`config.mk`:
```
export PLATFORM = sky130hd
export DESIGN_NAME = param_up_down_counter
export DESIGN_NICKNAME = d
export VERILOG_FILES = /design/src/rtl/param_up_down_counter.sv
export SDC_FILE = /design/constraint.sdc
export NUM_CORES = 1
export LEC_CHECK = 0
export ABC_AREA = 1
export CELL_PAD_IN_SITES_DETAIL_PLACEMENT = 1
export CELL_PAD_IN_SITES_GLOBAL_PLACEMENT = 1
export CORE_ASPECT_RATIO = 1.25
export CORE_UTILIZATION = 39
export CTS_CLUSTER_DIAMETER = 150
export DETAILED_ROUTE_END_ITERATION = 8
export GPL_ROUTABILITY_DRIVEN = 0
export GPL_TIMING_DRIVEN = 0
export MAX_ROUTING_LAYER = met4
export PLACE_DENSITY = 0.89
export REMOVE_ABC_BUFFERS = 1
export SLEW_MARGIN = 20
export SYNTH_ARGS = -nofsm -noshare
export SYNTH_HDL_FRONTEND = slang
export SYNTH_SLANG_ARGS = --single-unit
```
`constraint.sdc`:
```
create_clock -name in_clock -period 4 [get_ports in_clock]
set_input_delay 1.2 -clock in_clock [delete_from_list [all_inputs] [get_ports in_clock]]
set_output_delay 1.2 -clock in_clock [all_outputs]
set_load 0.01 [all_outputs]
```
`src/rtl/param_up_down_counter.sv`:
```
// -----------------------------------------------------------------------------
// param_up_down_counter
//
// Start-triggered sweep/ramp generator. When a start is accepted, the counter
// latches a mode and an upper limit. It then counts between 0 and that limit
// in one of four modes:
//   00 single bounce     : 0 -> limit -> 0, then completion
//   01 continuous bounce : 0 -> limit -> 0 -> limit ... until stop/reset
//   10 up-only           : 0 -> limit, then completion
//   11 down-only         : limit -> 0, then completion
// A controller can pause the sweep with in_hold and abort it with in_stop.
// out_done pulses for one cycle on normal completion.
//
// Parameters:
//   WIDTH  : width of out_value / in_limit (2..16)
//   CYC_W  : width of out_cycles (only present with UDC_CYCLE_COUNT_EN)
//
// Ports:
//   in_clock   : clock, all state updates on the rising edge
//   in_reset   : synchronous, active-high reset
//   in_start   : start request, accepted only while out_ready=1
//   in_stop    : abort to IDLE (value 0, no done pulse)
//   in_hold    : freeze state/value/dir while busy
//   in_mode    : sweep mode, latched on start
//   in_limit   : top count value, latched on start
//   out_ready  : 1 while IDLE and able to accept a start
//   out_value  : current count
//   out_dir    : 1 while counting down
//   out_done   : one-cycle completion pulse, coincident with first IDLE cycle
//   out_cycles : (UDC_CYCLE_COUNT_EN only) saturating count of DOWN->0
//                turnarounds/completions, or up-only completions
//
// Optional feature macro: UDC_CYCLE_COUNT_EN
//   Defined   -> out_cycles port and its counter exist.
//   Undefined -> port and logic are absent; behaviour is otherwise identical.
// -----------------------------------------------------------------------------
module param_up_down_counter #(
  parameter int unsigned WIDTH = 4,
  parameter int unsigned CYC_W = 16
) (
  input  logic             in_clock,
  input  logic             in_reset,
  input  logic             in_start,
  input  logic             in_stop,
  input  logic             in_hold,
  input  logic [1:0]       in_mode,
  input  logic [WIDTH-1:0] in_limit,
  output logic             out_ready,
  output logic [WIDTH-1:0] out_value,
  output logic             out_dir,
  output logic             out_done
`ifdef UDC_CYCLE_COUNT_EN
  ,
  output logic [CYC_W-1:0] out_cycles
`endif
);

  // Reject parameter values outside the supported range at elaboration.
  generate
    if ((WIDTH < 32'd2) || (WIDTH > 32'd16) || (CYC_W < 32'd1)) begin : g_bad_param
      $error("param_up_down_counter: WIDTH must be 2..16 and CYC_W >= 1");
    end
  endgenerate

  typedef enum logic [1:0] {
    ST_IDLE = 2'd0,
    ST_UP   = 2'd1,
    ST_DOWN = 2'd2
  } state_t;

  localparam logic [1:0] MODE_SINGLE = 2'b00;
  localparam logic [1:0] MODE_CONT   = 2'b01;
  localparam logic [1:0] MODE_UP     = 2'b10;
  localparam logic [1:0] MODE_DOWN   = 2'b11;

  localparam logic [WIDTH-1:0] VAL_ZERO = {WIDTH{1'b0}};
  localparam logic [WIDTH-1:0] VAL_ONE  = {{(WIDTH-1){1'b0}}, 1'b1};

  // Registered state and outputs
  state_t           state_r;
  logic [WIDTH-1:0] value_r;
  logic             dir_r;
  logic             done_r;
  logic             ready_r;
  logic [1:0]       mode_r;
  logic [WIDTH-1:0] limit_r;

  // Next-state values
  state_t           state_s;
  logic [WIDTH-1:0] value_s;
  logic             dir_s;
  logic             done_s;
  logic             ready_s;
  logic [1:0]       mode_s;
  logic [WIDTH-1:0] limit_s;

  // Decoded conditions on the current registered state
  logic             at_top_s;
  logic             at_zero_s;
  logic             busy_s;

  // Decode the turnaround conditions from the current count.
  always_comb begin
    at_top_s  = (value_r == limit_r);
    at_zero_s = (value_r == VAL_ZERO);
    busy_s    = (state_r != ST_IDLE);
  end

  // Next-state / next-output logic: stop beats hold beats normal counting.
  always_comb begin
    state_s = state_r;
    value_s = value_r;
    done_s  = 1'b0;
    mode_s  = mode_r;
    limit_s = limit_r;

    if (in_stop) begin
      // Abort from any state, including a start arriving in the same cycle.
      state_s = ST_IDLE;
      value_s = VAL_ZERO;
    end else if (in_hold && busy_s) begin
      // Frozen: everything keeps its current value, no completion pulse.
      state_s = state_r;
      value_s = value_r;
    end else begin
      case (state_r)
        ST_IDLE: begin
          value_s = VAL_ZERO;
          if (in_start) begin
            mode_s  = in_mode;
            limit_s = in_limit;
            if (in_limit == VAL_ZERO) begin
              // Degenerate sweep: nothing to count, complete immediately.
              state_s = ST_IDLE;
              done_s  = 1'b1;
            end else if (in_mode == MODE_DOWN) begin
              state_s = ST_DOWN;
              value_s = in_limit;
            end else begin
              state_s = ST_UP;
              value_s = VAL_ZERO;
            end
          end else begin
            state_s = ST_IDLE;
          end
        end

        ST_UP: begin
          if (!at_top_s) begin
            value_s = value_r + VAL_ONE;
          end else if (mode_r == MODE_UP) begin
            state_s = ST_IDLE;
            value_s = VAL_ZERO;
            done_s  = 1'b1;
          end else begin
            // Peak has been shown for exactly one cycle; turn around.
            state_s = ST_DOWN;
            value_s = value_r - VAL_ONE;
          end
        end

        ST_DOWN: begin
          if (!at_zero_s) begin
            value_s = value_r - VAL_ONE;
          end else if (mode_r == MODE_CONT) begin
            // Zero has been shown for exactly one cycle; bounce back up.
            state_s = ST_UP;
            value_s = VAL_ONE;
          end else begin
            state_s = ST_IDLE;
            value_s = VAL_ZERO;
            done_s  = 1'b1;
          end
        end

        default: begin
          // Unreachable encoding: recover to a clean IDLE.
          state_s = ST_IDLE;
          value_s = VAL_ZERO;
        end
      endcase
    end

    // Direction and readiness follow directly from the next state.
    dir_s   = (state_s == ST_DOWN);
    ready_s = (state_s == ST_IDLE);
  end

  // State and output registers with synchronous reset.
  always_ff @(posedge in_clock) begin
    if (in_reset) begin
      state_r <= ST_IDLE;
      value_r <= VAL_ZERO;
      dir_r   <= 1'b0;
      done_r  <= 1'b0;
      ready_r <= 1'b1;
      mode_r  <= MODE_SINGLE;
      limit_r <= VAL_ZERO;
    end else begin
      state_r <= state_s;
      value_r <= value_s;
      dir_r   <= dir_s;
      done_r  <= done_s;
      ready_r <= ready_s;
      mode_r  <= mode_s;
      limit_r <= limit_s;
    end
  end

  // Drive the ports straight from registers.
  always_comb begin
    out_ready = ready_r;
    out_value = value_r;
    out_dir   = dir_r;
    out_done  = done_r;
  end

`ifdef UDC_CYCLE_COUNT_EN
  localparam logic [CYC_W-1:0] CYC_ZERO = {CYC_W{1'b0}};
  localparam logic [CYC_W-1:0] CYC_ONE  = {{(CYC_W-1){1'b0}}, 1'b1};
  localparam logic [CYC_W-1:0] CYC_MAX  = {CYC_W{1'b1}};

  logic [CYC_W-1:0] cycles_r;
  logic [CYC_W-1:0] cycles_s;
  logic             cyc_event_s;
  logic             cyc_clear_s;

  // Count events: every DOWN-at-zero edge (bounce or completion; only the
  // bounce modes and down-only ever reach DOWN) and up-only completions.
  always_comb begin
    cyc_clear_s = (!in_stop) && (state_r == ST_IDLE) && in_start;
    cyc_event_s = (!in_stop) && (!in_hold) &&
                  (((state_r == ST_DOWN) && at_zero_s) ||
                   ((state_r == ST_UP) && (mode_r == MODE_UP) && at_top_s));
    if (cyc_clear_s) begin
      cycles_s = CYC_ZERO;
    end else if (cyc_event_s && (cycles_r != CYC_MAX)) begin
      cycles_s = cycles_r + CYC_ONE;
    end else begin
      cycles_s = cycles_r;
    end
  end

  // Saturating cycle counter register.
  always_ff @(posedge in_clock) begin
    if (in_reset) begin
      cycles_r <= CYC_ZERO;
    end else begin
      cycles_r <= cycles_s;
    end
  end

  // Expose the counter register.
  always_comb begin
    out_cycles = cycles_r;
  end
`endif

endmodule

```
=== Word level (Yosys, flattened, before mapping) ===
Index checks and enable logic that the tools add are counted.

* Memories: 0
* Bits of input ports: 11
* Memory bits (writable): 0
* Output and inout bits: 7
* Bits in latches: 0
* Bits in registers: 15
* ROM bits: 0

* Multiply operators: 0
* Mux-type cells: 25
* Divide/modulo/power cells: 0
* Equality and inequality tests: 7
* Shifts and indexed selects: 0
* Reductions and logical operators: 9
* Add/sub/neg operators: 2
* Order comparisons: 0
* Bitwise gates (word level): 2

{| class="wikitable"
|+ Operator list
! cell !! number
|-
| $mux 4 || 6
|-
| $mux 2 || 8
|-
| $pmux 4 s3 || 1
|-
| $eq 2x2->1 const B || 4
|-
| $logic_not 4->1 || 2
|-
| $mux 1 || 8
|-
| $pmux 2 s3 || 1
|-
| $add 4x1->4 const B || 1
|-
| $eq 2x1->1 const B || 2
|-
| $eq 4x4->1 || 1
|-
| $logic_not 2->1 || 2
|-
| $reduce_and 4->1 || 1
|-
| $sub 4x1->4 const B || 1
|-
| $pmux 1 s3 || 1
|-
| $reduce_or 3->1 || 1
|-
| $not 1->1 || 2
|-
| $reduce_bool 2->1 || 1
|-
| $reduce_or 2->1 || 1
|-
| $logic_and 1x1->1 || 1
|}

=== Depth between registers and ports, before layout ===
Gate-level depths: netlist (run 1).

* Depth after elaboration: 8
* Mapped depth: 12
* Depth with buffers taken out: 11

=== Least setup slack after synthesis (run 1) ===
OpenSTA, ideal clock, no wires.

* Path type: input -> register
* Start point: in in_limit[3]
* End point: reg ready_r (netlist: out_ready)
* Cell stages on the path: 8
* Data required time: 3891 ps
* Path slack: 2040 ps
* Library setup time: 109 ps
* Arrival time: 1852 ps
* Cell sequence: nor2_1 and2_1 nor2_1 nand2_1 nand4_1 nand2_2 nand2_1 inv_1

* Cells in the longest elaborated chain, start to end: 7

{| class="wikitable"
|+ Ends and longest elaborated chain
! element !! line !! source
|-
| from (decl) || 47 || <nowiki>input logic [WIDTH-1:0] in_limit,</nowiki>
|-
| $logic_not 4->1 || 132 || <nowiki>if (in_limit == VAL_ZERO) begin</nowiki>
|-
| $mux 2 || 132 ||
|-
| $mux 2 || 129 || <nowiki>if (in_start) begin</nowiki>
|-
| $pmux 2 s3 || 126 || <nowiki>case (state_r)</nowiki>
|-
| $mux 2 || 121 || <nowiki>end else if (in_hold && busy_s) begin</nowiki>
|-
| $mux 2 || 117 || <nowiki>if (in_stop) begin</nowiki>
|-
| $logic_not 2->1 || 186 || <nowiki>ready_s = (state_s == ST_IDLE);</nowiki>
|-
| to (signal assigned) || 204 || <nowiki>ready_r <= ready_s;</nowiki>
|-
| to (decl) || 84 || <nowiki>logic ready_r;</nowiki>
|}

Every way passes these cells.
A chain may end at the register's enable or synchronous reset.

=== Final worst setup path (run 1) ===
* Start point: reg value_r[2] (netlist: out_value[2])
* End point: out out_value[2]

{| class="wikitable"
|+ RTL lines
! element !! line !! source
|-
| from (decl) || 81 || <nowiki>logic [WIDTH-1:0] value_r;</nowiki>
|-
| from (signal assigned) || 201 || <nowiki>value_r <= value_s;</nowiki>
|-
| to (decl) || 49 || <nowiki>output logic [WIDTH-1:0] out_value,</nowiki>
|}

No word-level cell between the ends.

==> results of run 1 <==
sequential cells by signal (all words and copies together) (netlist names):
signal / flops
limit_r: 4
out_value: 4
mode_r: 2
state_r: 2
out_dir: 1
out_done: 1
out_ready: 1
cells by family after synthesis:
| logic type | share of synthesized area, % |
|---|---|
| simple gates | 42.9 |
| buf+inv | 12.7 |
| compound gates | 10.0 |
| flops | 28.7 |
| xor+xnor | 3.34 |
| fa+ha+maj | 2.39 |
power groups by stage:
stage	sequential (mW)	combinational [mW]	clock (mW)
after global routing	0.166	0.108	0.0982
after detailed placement	0.168	0.0968	0
after global placement	0.168	0.0928	0
final	0.165	0.0966	0.0907
after floorplan	0.168	0.0643	0
after CTS	0.165	0.0975	0.0922
final timing paths:
check | from | end | cells past startpoint
hold reg to reg | limit_r[3] | limit_r[3] | 2
setup reg to reg | out_value[0] | out_value[0] | 8
hold / removal | limit_r[3] | limit_r[3] | 2
setup / recovery | out_value[2] | out_value[2] | 1
routing by layer:
| layer | routed length (um) | share of wire, % |
|---|---|---|
| met1 | 1130 | 44 |
| met2 | 1380 | 53 |
| met3 | 52 | 2.0 |
| met4 | 29 | 1.1 |
| met5 | 0 | 0 |
layout make-up:
class / count / area, sq um
Inverter: 28 / 110
Clock inverter: 1 / 5.00
Timing Repair Buffer: 17 / 170
Sequential cell: 15 / 300
Fill cell: 336 / 1210
Clock buffer: 3 / 22.5
Multi-Input combinational cell: 110 / 614
Tap cell: 33 / 41.3
stage by stage:
stage	utilization [%]	cell area (sq um)
global route	51.0	1260
finish	51.0	1260
floorplan	-	1020
global placement	49.9	1240
detailed placement	49.9	1240
CTS	51.0	1260
cells in the mapped netlist:
| library cell | n | area [sq um] |
|---|---|---|
| a21oi_1 | 6 | 30.0 |
| a21oi_2 | 1 | 8.76 |
| a22o_2 | 1 | 10.0 |
| a31oi_1 | 1 | 6.26 |
| and2_1 | 1 | 6.26 |
| buf_6 | 2 | 22.5 |
| clkinv_1 | 2 | 7.51 |
| dfxtp_1 | 15 | 300 |
| ha_1 | 2 | 25.0 |
| inv_1 | 18 | 67.6 |
| inv_2 | 7 | 26.3 |
| inv_6 | 1 | 8.76 |
| nand2_1 | 29 | 109 |
| nand2_2 | 9 | 56.3 |
| nand2_4 | 4 | 45.0 |
| nand3_1 | 17 | 85.1 |
| nand3_2 | 3 | 30.0 |
| nand4_1 | 3 | 18.8 |
| nor2_1 | 14 | 52.6 |
| nor2_2 | 2 | 12.5 |
| nor2_4 | 3 | 33.8 |
| o21ai_0 | 1 | 5.00 |
| o21ai_1 | 9 | 45.0 |
| xor2_1 | 4 | 35.0 |
==> results.toml, run 1 <==
[synth]
ys_seq_elements = 15
yosys_warnings = 0
seq_area_frac_synth_pct = 28.7
netlist_area_sq_um = 1050
ys_types = 24
syn_inst = 155
syn_area_per_cell_sq_um = 6.76

[power]
power_density_nw_per_um2 = 279
p_comb_share_pct = 27.4
power_mw = 0.352
seq_power_share_pct = 46.8
switching_share_pct = 33.5
p_int_mw = 0.234
p_clk_share_pct = 25.7
total_leakage_power_nw = 0.634
ir_worst_vdd_uv = 149
switchingPower_mw = 0.118

[sta]
fin_ws_ns = 1.32
fin_tns_setup_ns = 0
finClkSkew_ns = 0.00369
fin_crit_ns = 2.68
slew_headroom_pct = 72.4
hold_slack_ns = 0.487
hold_viol = 0
period_share_pct = 67.1
tightest_slew_ns = 0.412
max_freq_ghz = 0.373
setup-violations-final = 0
rsz0062_at_grt = "no"
drv_slew = 0

[floorplanning]
rows = 20
start_util_pct = 42.3
die_w_um = 48.4
pin_count = 18
dieArea_sq_um = 2900
fp.dieH_um = 59.9
core_sq_um = 2480

[finish]
nNetsFinal = 188
diodes = 0
area_growth_pct = 20.7
final_cell_mix = "nand2_1, inv_1, nand3_1, clkdlybuf4s50_1, dfxtp_1"
final_common_cell = "nand2_1"
fin_cells = 207
drive_gt1_share_pct = 20.1

[critical_path]
cp-end-kind = "primary output"
worst-setup-path-type = "register to primary output"
r2r_setup_slack_ns = 2.38
cp_num_buf_inv = 1
worstSetupStartpointType = "register"
required_ns = 2.80
cp_slowest_cell = "clkdlybuf4s50_1"
cp_cell_sequence = "clkdlybuf4s50_1"
critPathTopFamily = "buffers and inverters"
crit_fanout = 7
max_stage_delay_ns = 0.62
critPathArrivalTime_ns = 1.48

[min_path]
hp-class = "register to register"

[place]
place_hpwl_um = 2180
placed_cells = 203
io_buffers = 17
place_ws_ns = 1.34

[global_routing]
grt_usage_pct = 21.9
grt_pass1_vias = 1137
grt_pass1_wl_um = 4710
grt_overflow_total = 0
grt_max_degree = 13
met1_usage_pct = 22.1
antenna_found_initial = 0
grt_busiest_layer = "met2"
grt_use_met2_pct = 42.7
use_met3_pct = 3.31

[outcome]
status = "completed"

[clock_network]
ctsResizeCount = 0
cts.path.max_buffers = 2
clkLatencyLatePin_ns = 0.29
path_clk_slew_ns = 0.10
holdBufCountCts = 0
ctsHtreeMaxLevel = 1
cts_buffers = 3
tritoncts = "yes"
clkSinkCount = 15
cts_setup_buffers = 0
clockRootBuffer = "clkbuf_4"

[routing]
first_pass_iters = 2
via_per_inst = 4.97
drtAntennaViolNets = 0
wl_per_cell_um = 12.5
vias = 1029
drcViolationCount = 0
routed_wl_um = 2600
drt_first_iter_violations = 11

[run]
cap_violations = 0
No activity file was read; power rests on OpenSTA's default activity.
==> run 2: changes to the inputs <==
Settings changed: CORE_UTILIZATION 39 to 36, PLACE_DENSITY 0.89 to 0.83.
Clock period 4 ns to 2.53 ns, I/O delays scaled along.
==> run 2 against run 1 <==
Count of clock-buffer cells in the layout is the same. Largest power group unchanged. Clock skew grew 0.0021 ns. Critical path depth is the same. Die area grew 8.0%. Clock power grew 55%. Power grew 59%. Non-clock buffer count is the same. Critical endpoint unchanged. Combinational power grew 64%. Routed wire length grew 15%. Sequential share of layout area is essentially flat. Sequential cell count is the same. Register-to-register slack lost 1.5 ns.
==> results.toml, run 2 (synthesized netlist as in run 1, its figures left out) <==
[outcome]
status = "completed"

[clock_network]
ctsResizeCount = 0
clkLatencyLatePin_ns = 0.29
path_clk_slew_ns = 0.09
tritoncts = "yes"
clkSinkCount = 15
cts.path.max_buffers = 2
holdBufCountCts = 0
clockRootBuffer = "clkbuf_4"
cts_setup_buffers = 0
ctsHtreeMaxLevel = 1
cts_buffers = 3

[min_path]
hp-class = "register to register"

[finish]
final_common_cell = "nand2_1"
diodes = 0
final_cell_mix = "nand2_1, inv_1, nand3_1, clkdlybuf4s50_1, dfxtp_1"
fin_cells = 208
nNetsFinal = 188
area_growth_pct = 20.8
drive_gt1_share_pct = 20.1
fin_area_sq_um = 1260

[floorplanning]
start_util_pct = 38.3
fp.dieH_um = 62.3
die_w_um = 50.2
pin_count = 18
rows = 21
core_sq_um = 2730
dieArea_sq_um = 3130

[sta]
hold_viol = 0
finClkSkew_ns = 0.00576
hold_slack_ns = 0.485
period_share_pct = 89.8
fin_crit_ns = 2.27
fin_ws_ns = 0.257
fin_tns_setup_ns = 0
rsz0062_at_grt = "no"
drv_slew = 0
slew_headroom_pct = 68.2
setup-violations-final = 0
max_freq_ghz = 0.440
tightest_slew_ns = 0.476

[power]
switchingPower_mw = 0.190
total_leakage_power_nw = 0.634
p_comb_share_pct = 28.2
seq_power_share_pct = 46.7
switching_share_pct = 33.9
p_clk_share_pct = 25.1
p_int_mw = 0.370
ir_worst_vdd_uv = 260
power_density_nw_per_um2 = 443

[routing]
vias = 1062
drcViolationCount = 0
routed_wl_um = 3000
via_per_inst = 5.11
drtAntennaViolNets = 0
wl_per_cell_um = 14.4
first_pass_iters = 4
drt_first_iter_violations = 28

[global_routing]
antenna_found_initial = 0
grt_overflow_total = 0
grt_pass1_vias = 1165
grt_usage_pct = 22.5
grt_pass1_wl_um = 5170
grt_max_degree = 13

[critical_path]
cp_cell_sequence = "clkdlybuf4s50_1"
required_ns = 1.77
cp-end-kind = "primary output"
cp_slowest_cell = "clkdlybuf4s50_1"
crit_fanout = 7
critPathTopFamily = "buffers and inverters"
worst-setup-path-type = "register to primary output"
max_stage_delay_ns = 0.62
worstSetupStartpointType = "register"
critPathArrivalTime_ns = 1.51
cp_num_buf_inv = 1

[place]
place_hpwl_um = 2440
placed_cells = 204
io_buffers = 17
dpl_cell_area_sq_um = 1240
place_ws_ns = 0.298

[run]
cap_violations = 0
## run 2: cell counts in the layout (fill, tap and decap cells not counted)
No cell type changed its count.
## run 2: layout make-up
type                            count  area (sq um)
Timing Repair Buffer               17           170
Inverter                           28           110
Fill cell                         381          1470
Clock buffer                        3          22.5
Sequential cell                    15           300
Multi-Input combinational cell    110           614
Clock inverter                      1          5.00
Tap cell                           34          42.5
## run 2: path summary, 6_finish.rpt
check	from	to	slack, ns	cells past startpoint
worst max-delay path	out_value[2]	out_value[2]	0.26	1
worst min-delay path	limit_r[0]	limit_r[0]	0.48	2
worst max register to register	out_value[0]	out_value[0]	0.84	8
worst min register to register	limit_r[0]	limit_r[0]	0.48	2
## run 2: power by group through the flow
stage,Sequential [mW],Combinational (mW),Clock (mW)
global placement,0.266,0.148,0
finish,0.261,0.158,0.141
detailed placement,0.267,0.156,0
global route,0.264,0.174,0.156
CTS,0.262,0.158,0.144
floorplan,0.266,0.102,0
## run 2: per-stage QoR
step           total power, mW  util, %
2_1_floorplan            0.368        -
3_3_place_gp             0.414     45.3
3_5_place_dp             0.423     45.3
4_1_cts                  0.564     46.3
5_1_grt                  0.593     46.3
6_report                 0.560     46.3
## run 2: metal layers
layer  vias to the layer above  track usage, %  part of all wire (%)
met4                         0            9.64                   2.9
met5                         -               -                     0
met3                        13            2.70                   2.4
li1                        525               -                     -
met2                        26            42.7                    56
met1                       498            22.0                    39
==> run 3: changes to the inputs <==
Settings changed: SKIP_CTS_REPAIR_TIMING set to 1.
==> results of run 3 <==
Final layout, timing and power as in run 2 (identical DEF).
